===== config.mk =====
export PLATFORM = sky130hd
export DESIGN_NAME = fifo_wr_arbiter
export DESIGN_NICKNAME = d
export VERILOG_FILES = /design/src/rtl/fifo_wr_arbiter.sv
export SDC_FILE = /design/constraint.sdc
export NUM_CORES = 1
export LEC_CHECK = 0
export CORE_AREA = 5 5 52 54
export DETAILED_ROUTE_END_ITERATION = 8
export DIE_AREA = 0 0 57 59
export DONT_BUFFER_PORTS = 1
export GPL_TIMING_DRIVEN = 0
export HOLD_SLACK_MARGIN = 0.03
export PLACE_DENSITY = 0.79
export SLEW_MARGIN = 40
export SYNTH_ARGS = -nofsm -noshare
export SYNTH_HDL_FRONTEND = slang
export SYNTH_SLANG_ARGS = --single-unit

===== constraint.sdc =====
create_clock -name wr_clk -period 3.6 [get_ports wr_clk]
set_input_delay 0.18 -clock wr_clk [delete_from_list [all_inputs] [get_ports wr_clk]]
set_output_delay 0.18 -clock wr_clk [all_outputs]
set_load 0.03 [all_outputs]

===== src/rtl/fifo_wr_arbiter.sv =====
// fifo_wr_arbiter: round-robin arbiter that shares the write port of the
// SDRAM-side async FIFO among NREQ requesters. A grant covers one whole burst
// of req_len+1 beats. Each beat is tagged with its source ID. New grants are
// held off on fifo_afull, and beats are held off on fifo_full.
// Optional feature macro: FIFOARB_TIMEOUT_EN. When defined, a burst whose
// owner stalls for TMO cycles is aborted.
module fifo_wr_arbiter #(
  parameter int NREQ = 4,
  parameter int W    = 8,
  parameter int IDW  = 2,
  parameter int LENW = 4,
  parameter int TMO  = 16
) (
  input  logic                 wr_clk,
  input  logic                 wr_reset,
  input  logic [NREQ-1:0]      req_valid,
  input  logic [NREQ*W-1:0]    req_data,
  input  logic [NREQ*LENW-1:0] req_len,
  output logic [NREQ-1:0]      req_ready,
  output logic [NREQ-1:0]      grant,
  output logic                 fifo_wr_en,
  output logic [IDW+W-1:0]     fifo_wr_data,
  input  logic                 fifo_full,
  input  logic                 fifo_afull,
  output logic                 busy,
  output logic                 abort
);

  typedef enum logic {IDLE, BURST} state_t;

  state_t          state;
  logic [IDW-1:0]  src_id;
  logic [IDW-1:0]  last;
  logic [LENW-1:0] beat_cnt;

  logic            win_found;
  int unsigned     win_idx;
  logic [LENW-1:0] win_len;

  logic            owner_valid;
  logic [W-1:0]    owner_data;

  // Round-robin search: first valid requester strictly after 'last', wrapping
  always_comb begin
    logic [NREQ-1:0] shifted;
    int unsigned     cand;
    win_found = 1'b0;
    win_idx   = 0;
    win_len   = '0;
    shifted   = '0;
    cand      = 0;
    for (int unsigned k = 1; k <= NREQ; k++) begin
      cand    = (32'(last) + k) % NREQ;
      shifted = req_valid >> cand;
      if (!win_found && shifted[0]) begin
        win_found = 1'b1;
        win_idx   = cand;
      end
    end
    for (int unsigned i = 0; i < NREQ; i++) begin
      if (i == win_idx) win_len = req_len[i*LENW +: LENW];
    end
  end

  // Select the current owner's valid and payload from the one-hot grant
  always_comb begin
    owner_valid = 1'b0;
    owner_data  = '0;
    for (int unsigned i = 0; i < NREQ; i++) begin
      if (grant[i]) begin
        owner_valid = req_valid[i];
        owner_data  = req_data[i*W +: W];
      end
    end
  end

  assign busy = (state == BURST);

  // Write-side handshake: fifo_full gates ready and wr_en combinationally
  always_comb begin
    fifo_wr_en   = busy & owner_valid & ~fifo_full;
    req_ready    = (busy && !fifo_full) ? grant : '0;
    fifo_wr_data = busy ? {src_id, owner_data} : '0;
  end

`ifdef FIFOARB_TIMEOUT_EN
  localparam int SW = $clog2(TMO + 1);
  logic [SW-1:0] stall_cnt;
  logic          abort_q;

  assign abort = abort_q;
`else
  // TMO only matters when the stall timeout is built in
  logic unused_tmo;
  assign unused_tmo = |32'(TMO);
  assign abort = 1'b0;
`endif

  // Burst FSM: arbitrates in IDLE and counts accepted beats in BURST
  always_ff @(posedge wr_clk or posedge wr_reset) begin
    if (wr_reset) begin
      state    <= IDLE;
      grant    <= '0;
      src_id   <= '0;
      beat_cnt <= '0;
      last     <= IDW'(NREQ - 1);
`ifdef FIFOARB_TIMEOUT_EN
      stall_cnt <= '0;
      abort_q   <= 1'b0;
`endif
    end else begin
`ifdef FIFOARB_TIMEOUT_EN
      abort_q <= 1'b0;
`endif
      case (state)
        IDLE: begin
          if (win_found && !fifo_afull) begin
            state    <= BURST;
            grant    <= NREQ'(1) << win_idx;
            src_id   <= IDW'(win_idx);
            beat_cnt <= win_len;
            last     <= IDW'(win_idx);
`ifdef FIFOARB_TIMEOUT_EN
            stall_cnt <= '0;
`endif
          end
        end
        BURST: begin
          if (fifo_wr_en) begin
`ifdef FIFOARB_TIMEOUT_EN
            stall_cnt <= '0;
`endif
            if (beat_cnt == '0) begin
              state <= IDLE;
              grant <= '0;
            end else begin
              beat_cnt <= beat_cnt - 1'b1;
            end
          end
`ifdef FIFOARB_TIMEOUT_EN
          // Only owner gaps count; full stalls with valid high do not
          else if (!owner_valid) begin
            if (stall_cnt == SW'(TMO - 1)) begin
              state     <= IDLE;
              grant     <= '0;
              stall_cnt <= '0;
              abort_q   <= 1'b1;
            end else begin
              stall_cnt <= stall_cnt + 1'b1;
            end
          end
`endif
        end
        default: state <= IDLE;
      endcase
    end
  end

endmodule


==> results.sh <==
export IMPL_outcome="finished clean"
export IMPL_fin_nets=237
export IMPL_cp_common_cell="nor2b_1"
export IMPL_async_reset_ff_frac=1.00
export IMPL_final_cells=207
export IMPL_drv_slew=0
export IMPL_hold_class="in -> reg"
export IMPL_dieHeight_um=59
export IMPL_vias_per_cell=6.56
export IMPL_synth_main_ff_cell="dfrtp_1"
export IMPL_grt_pass1_wl_um=6100
export IMPL_grt_max_degree=14
export IMPL_slew_headroom=0.581
export IMPL_ff2ff_path_depth=5
export IMPL_path_class="reg -> out"
export IMPL_wire_per_inst_um=19.0
export IMPL_holdWs_ns=0.0912
export IMPL_synthTopCellsByArea="dfrtp_1 (20%), a21oi_1 (6.6%), nor2_1 (5.5%), nor2b_1 (4.6%), a221oi_1 (4.5%)"
export IMPL_finalCritPeriodShare=0.667
export IMPL_ys_types=55
export IMPL_clock_latency_ns=0.28
export IMPL_holdCritStartpoint="fifo_afull"
export IMPL_yosysMostFrequentCell="nor2_1"
export IMPL_crit_path_cell_trace="nor2b_1 -> clkbuf_1 -> a221oi_1 -> nor3_1 -> a21oi_1 -> nor2b_1"
export IMPL_hold_viol=0
export IMPL_endpoint_kind="output pin"
export IMPL_powerDensity_nw_per_um2=925
export IMPL_cp_arrival_ns=2.22
export IMPL_area_growth_pct=5.21
export IMPL_cts_setup_buffers=0
export IMPL_n_antenna_cell=0
export IMPL_grt_total_usage=0.224
export IMPL_critPathMaxStageDelay_ns=0.61
export IMPL_dr_first_iter_drc_count=93
export IMPL_cts_buffers=3
export IMPL_yosys_top_cells_count="nor2_1 (20), a21oi_1 (18), dfrtp_1 (11)"
export IMPL_period_needed_ns=2.40
export IMPL_initial_core_util=0.630
export IMPL_vias=1358
export IMPL_htreeDepth=1
export IMPL_drive_gt1_frac=0.156
export IMPL_fin_tns_setup_ns=0
export IMPL_fp_coreArea_um2=2170
export IMPL_dp_cells=202
export IMPL_gp_congestion=0.908
export IMPL_ir_drop_v=0.000651
export IMPL_synth_seq_cells=13
export IMPL_cp_required_ns=3.42
export IMPL_holdPathStages=3
export IMPL_gr_total_overflow=0
export IMPL_clock_sinks=13
export IMPL_synth_edf_count=0
export IMPL_reg2reg_from="busy"
export IMPL_fillers=185
export IMPL_pin_count=77
export IMPL_netlist_area_leader_share=0.201
export IMPL_cp_max_fo=7
export IMPL_max_freq_mhz=416
export IMPL_remaining_drc_errors=0
export IMPL_ant_nets=0
export IMPL_clockBufferDepth=2
export IMPL_slowest_stage="dfrtp_1"
export IMPL_worst_pin_slew_ns=0.628
export IMPL_cts_root_buf="clkbuf_4"
export IMPL_p_leak_nw=0.574
export IMPL_holdBufCountCts=1
export IMPL_rsz0062_at_grt="no"
export IMPL_io_buffers=0
export IMPL_dr_pass1_iters=4
export IMPL_die_area_um2=3360
export IMPL_drt_total_wl_um=3930
export IMPL_startpoint="grant[0]"
export IMPL_startpoint_type="flip-flop"
export IMPL_synth_cells=174
export IMPL_ys_seq_area_frac=0.240
export IMPL_antenna_found_initial=0
export IMPL_cts_tree="done"
export IMPL_maxCapViolCount=0
export IMPL_ys_warnings_count=0
export IMPL_fp_dieW_um=57
export IMPL_finalClockSkew_ns=0.00612
export IMPL_rows=17
export IMPL_postSynthNetCount=231
export IMPL_ctsResizeCount=0
export IMPL_setup_viol=0
export IMPL_cts_clk_slew_worst_paths_ns=0.08
export IMPL_synth_area_leader_cell="dfrtp_1"
export IMPL_synth_avg_cell_area_um2=7.86
export IMPL_grt_pass1_vias=1341
export IMPL_syn_area_um2=1370
export IMPL_dp_hpwl_um=3070
## registers in the layout, summed over array words and instances (netlist names)
| signal | cells |
|---|---|
| beat_cnt | 4 |
| grant | 4 |
| last | 2 |
| src_id | 2 |
| busy | 1 |
## kinds of logic after synthesis
family / count (synthesis) / share of synthesized area
simple gates: 71 / 0.285
buf+inv: 21 / 0.0833
fa+ha+maj: 1 / 0.00915
mux: 5 / 0.0403
flops: 13 / 0.240
compound gates: 62 / 0.340
other cells: 1 / 0.00274
## per-layer routing
metal | part of all wire | vias up | track usage
met4 | 0.023 | 0 | 0.0728
met2 | 0.51 | 65 | 0.392
li1 | - | 645 | -
met5 | 0 | - | 0
met3 | 0.090 | 13 | 0.0545
met1 | 0.38 | 635 | 0.270
## critical path, delay by kind of cell (launching register included)
kind	cells	cell delay, ns
AND/OR/NAND/NOR	3	0.84
AO/OA/AOI/OAI	2	0.21
flip-flops	1	0.61
buffers and inverters	1	0.28
## power breakdown
group	internal (W)	total, W	leakage [nW]	switching (W)
combinational	0.000308	0.000919	0.401	0.000611
sequential	0.000217	0.000321	0.158	0.000104
clock	0.0000430	0.0000910	0.0150	0.0000481
total	0.000568	0.00133	0.574	0.000764
## layout by cell type, fill, tap and decap left out, types with 2 or more instances in the layout
cell,instances
nand2b_1,4
nand2_1,10
nor2b_1,10
inv_1,7
o221ai_1,2
dfstp_2,2
dfrtp_1,11
nor3_1,8
a21oi_1,18
a21oi_2,2
o211ai_1,2
buf_4,3
o21ai_1,3
a21boi_0,5
a221oi_1,7
buf_6,3
nand3b_1,2
o2bb2ai_1,2
mux2i_1,4
and2_1,7
clkbuf_4,3
nor2_1,20
a21o_1,2
clkbuf_1,7
o21ai_0,3
## final timing paths
kind / endpoint / slack [ns]
min in group asynchronous: src_id[0] / 0.36
worst max register to register: beat_cnt[1] / 1.50
worst min register to register: src_id[1] / 0.50
worst max-delay path: fifo_wr_data[0] / 1.20
worst min-delay path: busy / 0.09
max in group asynchronous: last[0] / 2.88
## through the flow
stage / total power [W] / area (µm²) / util / setup slack, ns
detailed placement: 0.00122 / 1400 / 0.646 / 1.51
global placement: 0.00119 / 1400 / 0.646 / 1.53
finish: 0.00133 / 1440 / 0.663 / 1.20
global route: 0.00143 / 1440 / 0.663 / 1.00
CTS: 0.00132 / 1440 / 0.663 / 1.21
floorplan: 0.00108 / 1370 / - / 1.76
## area by class of cell
type / count / area, µm² / share of cell area
clock buffer: 4 / 26.3 / 0.0183
buffer: 13 / 83.8 / 0.0583
sequential: 13 / 328 / 0.228
timing repair buffer: 1 / 10.0 / 0.00696
tap: 28 / 35.0 / 0.0243
inverter: 8 / 30.0 / 0.0209
multi-input combinational: 140 / 926 / 0.643
No activity file was read; power rests on OpenSTA's default activity.
